$ cat config.mk
export PLATFORM = sky130hd
export DESIGN_NAME = datapath_core
export DESIGN_NICKNAME = d
export VERILOG_FILES = /design/src/rtl/dp_pkg.sv /design/src/rtl/dp_alu.sv /design/src/rtl/datapath_core.sv
export SDC_FILE = /design/constraint.sdc
export NUM_CORES = 1
export LEC_CHECK = 0
export ABC_AREA = 1
export CAP_MARGIN = 20
export CORE_MARGIN = 5
export CORE_UTILIZATION = 25
export CTS_CLUSTER_SIZE = 16
export DETAILED_ROUTE_END_ITERATION = 6
export PLACE_DENSITY = 0.39
export SYNTH_ARGS = -nofsm -noshare
export SYNTH_HDL_FRONTEND = slang
export SYNTH_HIERARCHICAL = 1
export SYNTH_SLANG_ARGS = --single-unit
$ cat constraint.sdc
create_clock -name clk -period 5.35 [get_ports clk]
set_input_delay 0.535 -clock clk [delete_from_list [all_inputs] [get_ports clk]]
set_output_delay 0.535 -clock clk [all_outputs]
set_load 0.02 [all_outputs]
$ cat src/rtl/dp_pkg.sv
// Encodings shared verbatim with the microcoded control unit: bus sources,
// ALU operations and register load masks.
package dp_pkg;

    localparam logic [7:0] SEL_DRAM = 8'd0;
    localparam logic [7:0] SEL_IRAM = 8'd1;
    localparam logic [7:0] SEL_DI   = 8'd2;
    localparam logic [7:0] SEL_RI   = 8'd3;
    localparam logic [7:0] SEL_BI   = 8'd4;
    localparam logic [7:0] SEL_S    = 8'd5;
    localparam logic [7:0] SEL_C1   = 8'd6;
    localparam logic [7:0] SEL_C2   = 8'd7;
    localparam logic [7:0] SEL_AR   = 8'd8;
    localparam logic [7:0] SEL_AC   = 8'd9;
    localparam logic [7:0] SEL_PC   = 8'd10;
    localparam logic [7:0] SEL_IR   = 8'd11;

    localparam logic [7:0] ALU_CLEAR = 8'd0;
    localparam logic [7:0] ALU_INC   = 8'd1;
    localparam logic [7:0] ALU_DEC   = 8'd2;
    localparam logic [7:0] ALU_ADD   = 8'd3;
    localparam logic [7:0] ALU_SUB   = 8'd4;
    localparam logic [7:0] ALU_MUL2  = 8'd5;
    localparam logic [7:0] ALU_MUL4  = 8'd6;
    localparam logic [7:0] ALU_DIV16 = 8'd7;
    localparam logic [7:0] ALU_LOAD  = 8'd8;
    localparam logic [7:0] ALU_NOP   = 8'd9;

    localparam logic [8:0] REG_IR = 9'h001;
    localparam logic [8:0] REG_DI = 9'h002;
    localparam logic [8:0] REG_RI = 9'h004;
    localparam logic [8:0] REG_BI = 9'h008;
    localparam logic [8:0] REG_S  = 9'h010;
    localparam logic [8:0] REG_C1 = 9'h020;
    localparam logic [8:0] REG_C2 = 9'h040;
    localparam logic [8:0] REG_AR = 9'h080;
    localparam logic [8:0] REG_PC = 9'h100;

    typedef struct packed {
        logic       pc_inc;
        logic [7:0] alu_sel;
        logic [7:0] bus_sel;
        logic [8:0] reg_sel;
    } ctrl_word_t;

endpackage

$ cat src/rtl/dp_alu.sv
// Accumulator ALU: next AC value plus carry/borrow and its write enable.
// Purely combinational; the caller decides whether carry is stored.
module dp_alu
    import dp_pkg::*;
#(
    parameter int DATA_W = 32
) (
    input  logic [DATA_W-1:0] ac,
    input  logic [DATA_W-1:0] bus,
    input  logic [7:0]        alu_sel,
    output logic [DATA_W-1:0] next_ac,
    output logic              next_carry,
    output logic              carry_we
);

    localparam logic [DATA_W-1:0] ONE = {{(DATA_W-1){1'b0}}, 1'b1};

    always_comb begin
        next_ac    = ac;
        next_carry = 1'b0;
        carry_we   = 1'b0;
        case (alu_sel)
            ALU_CLEAR: next_ac = '0;
            ALU_INC: begin
                {next_carry, next_ac} = {1'b0, ac} + {1'b0, ONE};
                carry_we = 1'b1;
            end
            ALU_DEC: begin
                next_ac    = ac - ONE;
                next_carry = (ac == '0);
                carry_we   = 1'b1;
            end
            ALU_ADD: begin
                {next_carry, next_ac} = {1'b0, ac} + {1'b0, bus};
                carry_we = 1'b1;
            end
            ALU_SUB: begin
                next_ac    = ac - bus;
                next_carry = (ac < bus);
                carry_we   = 1'b1;
            end
            // Shifts report the last bit to fall off the top.
            ALU_MUL2: begin
                next_ac    = {ac[DATA_W-2:0], 1'b0};
                next_carry = ac[DATA_W-1];
                carry_we   = 1'b1;
            end
            ALU_MUL4: begin
                next_ac    = {ac[DATA_W-3:0], 2'b00};
                next_carry = ac[DATA_W-2];
                carry_we   = 1'b1;
            end
            ALU_DIV16: begin
                next_ac    = {4'b0000, ac[DATA_W-1:4]};
                next_carry = 1'b0;
                carry_we   = 1'b1;
            end
            ALU_LOAD: next_ac = bus;
            default:  next_ac = ac;
        endcase
    end

endmodule

$ cat src/rtl/datapath_core.sv
// Register/bus/ALU datapath driven by the control unit's control word.
// Optional carry register enabled by defining DP_CARRY_EN.
module datapath_core
    import dp_pkg::*;
#(
    parameter int DATA_W = 32,
    parameter int ADDR_W = 8
) (
    input  logic              clk,
    input  logic              reset,
    input  logic              pc_inc,
    input  logic [7:0]        alu_sel,
    input  logic [7:0]        bus_sel,
    input  logic [8:0]        reg_sel,
    input  logic [DATA_W-1:0] iram_rdata,
    input  logic [DATA_W-1:0] dram_rdata,
    output logic [ADDR_W-1:0] iram_addr,
    output logic [ADDR_W-1:0] dram_addr,
    output logic [DATA_W-1:0] dram_wdata,
    output logic [DATA_W-1:0] ir,
    output logic [DATA_W-1:0] ac,
    output logic              z,
    output logic              carry
);

    logic [DATA_W-1:0] ir_q, di_q, ri_q, bi_q, s_q, c1_q, c2_q, ar_q, ac_q;
    logic [ADDR_W-1:0] pc_q;
    logic [DATA_W-1:0] bus;
    logic [DATA_W-1:0] next_ac;
    logic              next_carry;
    logic              carry_we;

    always_comb begin
        case (bus_sel)
            SEL_DRAM: bus = dram_rdata;
            SEL_IRAM: bus = iram_rdata;
            SEL_DI:   bus = di_q;
            SEL_RI:   bus = ri_q;
            SEL_BI:   bus = bi_q;
            SEL_S:    bus = s_q;
            SEL_C1:   bus = c1_q;
            SEL_C2:   bus = c2_q;
            SEL_AR:   bus = ar_q;
            SEL_AC:   bus = ac_q;
            SEL_PC:   bus = {{(DATA_W-ADDR_W){1'b0}}, pc_q};
            SEL_IR:   bus = ir_q;
            default:  bus = '0;
        endcase
    end

    dp_alu #(.DATA_W(DATA_W)) u_alu (
        .ac         (ac_q),
        .bus        (bus),
        .alu_sel    (alu_sel),
        .next_ac    (next_ac),
        .next_carry (next_carry),
        .carry_we   (carry_we)
    );

    // Bus is formed from pre-edge register values, so same-cycle loads read old data.
    always_ff @(posedge clk) begin
        if (!reset) begin
            ir_q <= '0;
            di_q <= '0;
            ri_q <= '0;
            bi_q <= '0;
            s_q  <= '0;
            c1_q <= '0;
            c2_q <= '0;
            ar_q <= '0;
            ac_q <= '0;
            pc_q <= '0;
        end else begin
            if (|(reg_sel & REG_IR)) ir_q <= bus;
            if (|(reg_sel & REG_DI)) di_q <= bus;
            if (|(reg_sel & REG_RI)) ri_q <= bus;
            if (|(reg_sel & REG_BI)) bi_q <= bus;
            if (|(reg_sel & REG_S))  s_q  <= bus;
            if (|(reg_sel & REG_C1)) c1_q <= bus;
            if (|(reg_sel & REG_C2)) c2_q <= bus;
            if (|(reg_sel & REG_AR)) ar_q <= bus;
            if (|(reg_sel & REG_PC)) pc_q <= bus[ADDR_W-1:0];
            else if (pc_inc)         pc_q <= pc_q + {{(ADDR_W-1){1'b0}}, 1'b1};
            ac_q <= next_ac;
        end
    end

`ifdef DP_CARRY_EN
    logic carry_q;

    always_ff @(posedge clk) begin
        if (!reset) begin
            carry_q <= 1'b0;
        end else if (carry_we) begin
            carry_q <= next_carry;
        end
    end

    assign carry = carry_q;
`else
    logic unused_carry;
    assign unused_carry = next_carry | carry_we;
    assign carry        = 1'b0;
`endif

    assign iram_addr  = pc_q;
    assign dram_addr  = ar_q[ADDR_W-1:0];
    assign dram_wdata = bus;
    assign ir         = ir_q;
    assign ac         = ac_q;
    assign z          = (ac_q == '0);

endmodule

==> results.cfg <==
[outcome]
outcome = completed

[yosys]
synthesis.nets = 4223
post_synth_inst_count = 4062
synthesis.area_mm2 = 0.0229
mean_instance_size_in_the_synthesized_netlist_um2 = 5.63
ys.warnings.count = 6

[final_layout]
layout_common_cells = sky130_fd_sc_hd__nand2_1, sky130_fd_sc_hd__nor2_1, sky130_fd_sc_hd__inv_1
syn2layout_area_growth_pct = 20.8
final_net_count = 4391
multiInputGateArea_mm2 = 0.0141
final_core_util_pct = 30.2
nFillCells = 10474
count_of_non_filler_cells_in_the_finished_layout = 5445
post_route_cells_drive_above_1_share_pct = 7.26
final-seq-area_mm2 = 0.00593
finish.instance_area_mm2 = 0.0276
final_common_cell = sky130_fd_sc_hd__nand2_1

[routing]
met3RoutedLength_um = 6940
met1_length_um = 55300
drt-total-wl_um = 120000
first_iter_violations = 2418
route.top_layer_used = met4
dr_total_vias = 26348
firstDrtPassIters = 6
route.antenna.remaining_nets = 0
routed-wl-met2_um = 53300
detail_route.drc_violations = 0
routed_via_density = 4.84
route.detailed.wl_per_inst_um = 22.1

[power_and_ir_drop]
power.static_leakage_nw = 14.1
max-vdd-ir-drop_v = 0.000166
power.density_mw_per_mm2 = 218
post-layout-total-power_mw = 6.03

[critical_path]
critical_path.max_fanout = 37
critical_path.reg2reg.startpoint = ac[0]
cp-end-kind = flop
crit_start = bus_sel[5]
worstSetupStartpointType = input port
worst_ep_required_time_ns = 5.80
worstPathArrival_ns = 4.80
critPathKind = in -> reg

[clock_network]
cts.root.buffer_cell = sky130_fd_sc_hd__clkbuf_16
cts_num_sinks = 296
clk_pin_slew_worst_paths_ns = 0.06
cts.htree.levels = 2
max-clock-path-buffers = 3
cts_hold_buffers = 0
worst_skew_pair.late_latency_ns = 0.58
cts_setup_buffers = 0
tritoncts = yes
cts-buffers-inserted = 40
number_of_resized_instances_in_the_post_cts_repair_step = 0

[die]
io_pins = 206
dieArea_mm2 = 0.0976
placement_rows = 111
initial_core_util_pct = 25.0
core_mm2 = 0.0912
vertical_die_dimension_um = 312
fp.dieW_um = 312

[placed_design]
dp_cells = 5374
dp_hpwl_um = 90600
gp_routability_congestion = 0.942
pre_cts_ws_ns = 0.465
area_of_placed_instances_mm2 = 0.0263
port_buffers = 204

[grt]
grt_first_pass_wirelength_um = 173000
globalRouteTotalUtil_pct = 23.6
grt_start_max_net_pins = 178
number_of_antenna_violations_at_the_first_check_in_global_routing = 1
grt_overflow_total = 0
first_global_vias = 24954

[timing]
timing_worst_slew_pin_value_ns = 1.05
post-route-min-period_ns = 4.35
final-hold-violation-count = 0
setup_viol = 0
timing_max_transition_violations_final = 0
clock_skew_ns = 0.0430
grt_setup_unrepaired = false
slew-limit-headroom_pct = 29.9
final_min_period_over_clock_period_pct = 81.3
timing.final.ws_setup_ns = 1.00
timing.hold.ws_ns = 0.367
totalNegativeSetupSlack_ns = 0
max_clock_freq_mhz = 230

[worst_hold_path]
timing.hold.worst.start = reset
min-delay-path-class = in -> reg

[job]
maxCapViolations = 0
==> worst max-delay path, cell delays in order <==
cell                              delay, ns
sky130_fd_sc_hd__clkdlybuf4s50_1       0.46
sky130_fd_sc_hd__nor2_1                0.06
sky130_fd_sc_hd__nand2_4               0.14
sky130_fd_sc_hd__inv_4                 0.14
sky130_fd_sc_hd__buf_4                 0.31
sky130_fd_sc_hd__nand3_1               0.13
sky130_fd_sc_hd__nand2_1               0.06
sky130_fd_sc_hd__nor2_1                0.36
sky130_fd_sc_hd__nand3_2               0.21
sky130_fd_sc_hd__buf_4                 0.22
sky130_fd_sc_hd__ha_1                  0.21
sky130_fd_sc_hd__fa_1                  0.43
sky130_fd_sc_hd__inv_1                 0.15
sky130_fd_sc_hd__nand3_1               0.11
sky130_fd_sc_hd__nand3_1               0.24
sky130_fd_sc_hd__nand2_1               0.11
sky130_fd_sc_hd__nand2_1               0.17
sky130_fd_sc_hd__nand2_1               0.07
sky130_fd_sc_hd__nand3_1               0.06
sky130_fd_sc_hd__o21ai_0               0.15
sky130_fd_sc_hd__nor2_1                0.13
sky130_fd_sc_hd__o211ai_1              0.14
sky130_fd_sc_hd__nand2_1               0.11
sky130_fd_sc_hd__inv_1                 0.06
==> routing by layer <==
layer	up-vias	GRT usage, %
met5	-	0
met1	12249	33.0
met2	901	37.8
met3	173	2.94
li1	13025	-
met4	0	7.85
==> flip-flops by register name (all words and copies together) (netlist names) <==
| name | count |
|---|---|
| c2_q | 32 |
| s_q | 32 |
| bi_q | 32 |
| c1_q | 32 |
| ir | 32 |
| ar_q | 32 |
| di_q | 32 |
| iram_addr | 8 |
| ac | 32 |
| ri_q | 32 |
==> worst paths after layout <==
check | end | slack (ns) | cells past startpoint
setup reg to reg | ac[8] | 1.77 | 19
hold / removal | ac[18] | 0.37 | 3
hold reg to reg | c2_q[2] | 0.51 | 2
setup / recovery | ac[8] | 1.00 | 24
==> layout make-up <==
class,instances,area share (%)
timing repair buffer,324,10.7
clock buffer,59,4.14
multi-input combinational,3067,51.0
sequential,296,21.5
clock inverter,10,0.549
antenna,2,0.0181
tap,1186,5.38
inverter,501,6.84
==> report_power, final <==
part / switching (mW) / total [mW] / internal, mW
clock: 1.13 / 2.75 / 1.62
sequential: 0.0675 / 2.37 / 2.31
combinational: 0.589 / 0.900 / 0.311
total: 1.79 / 6.03 / 4.24
No activity file was read; power rests on OpenSTA's default activity.
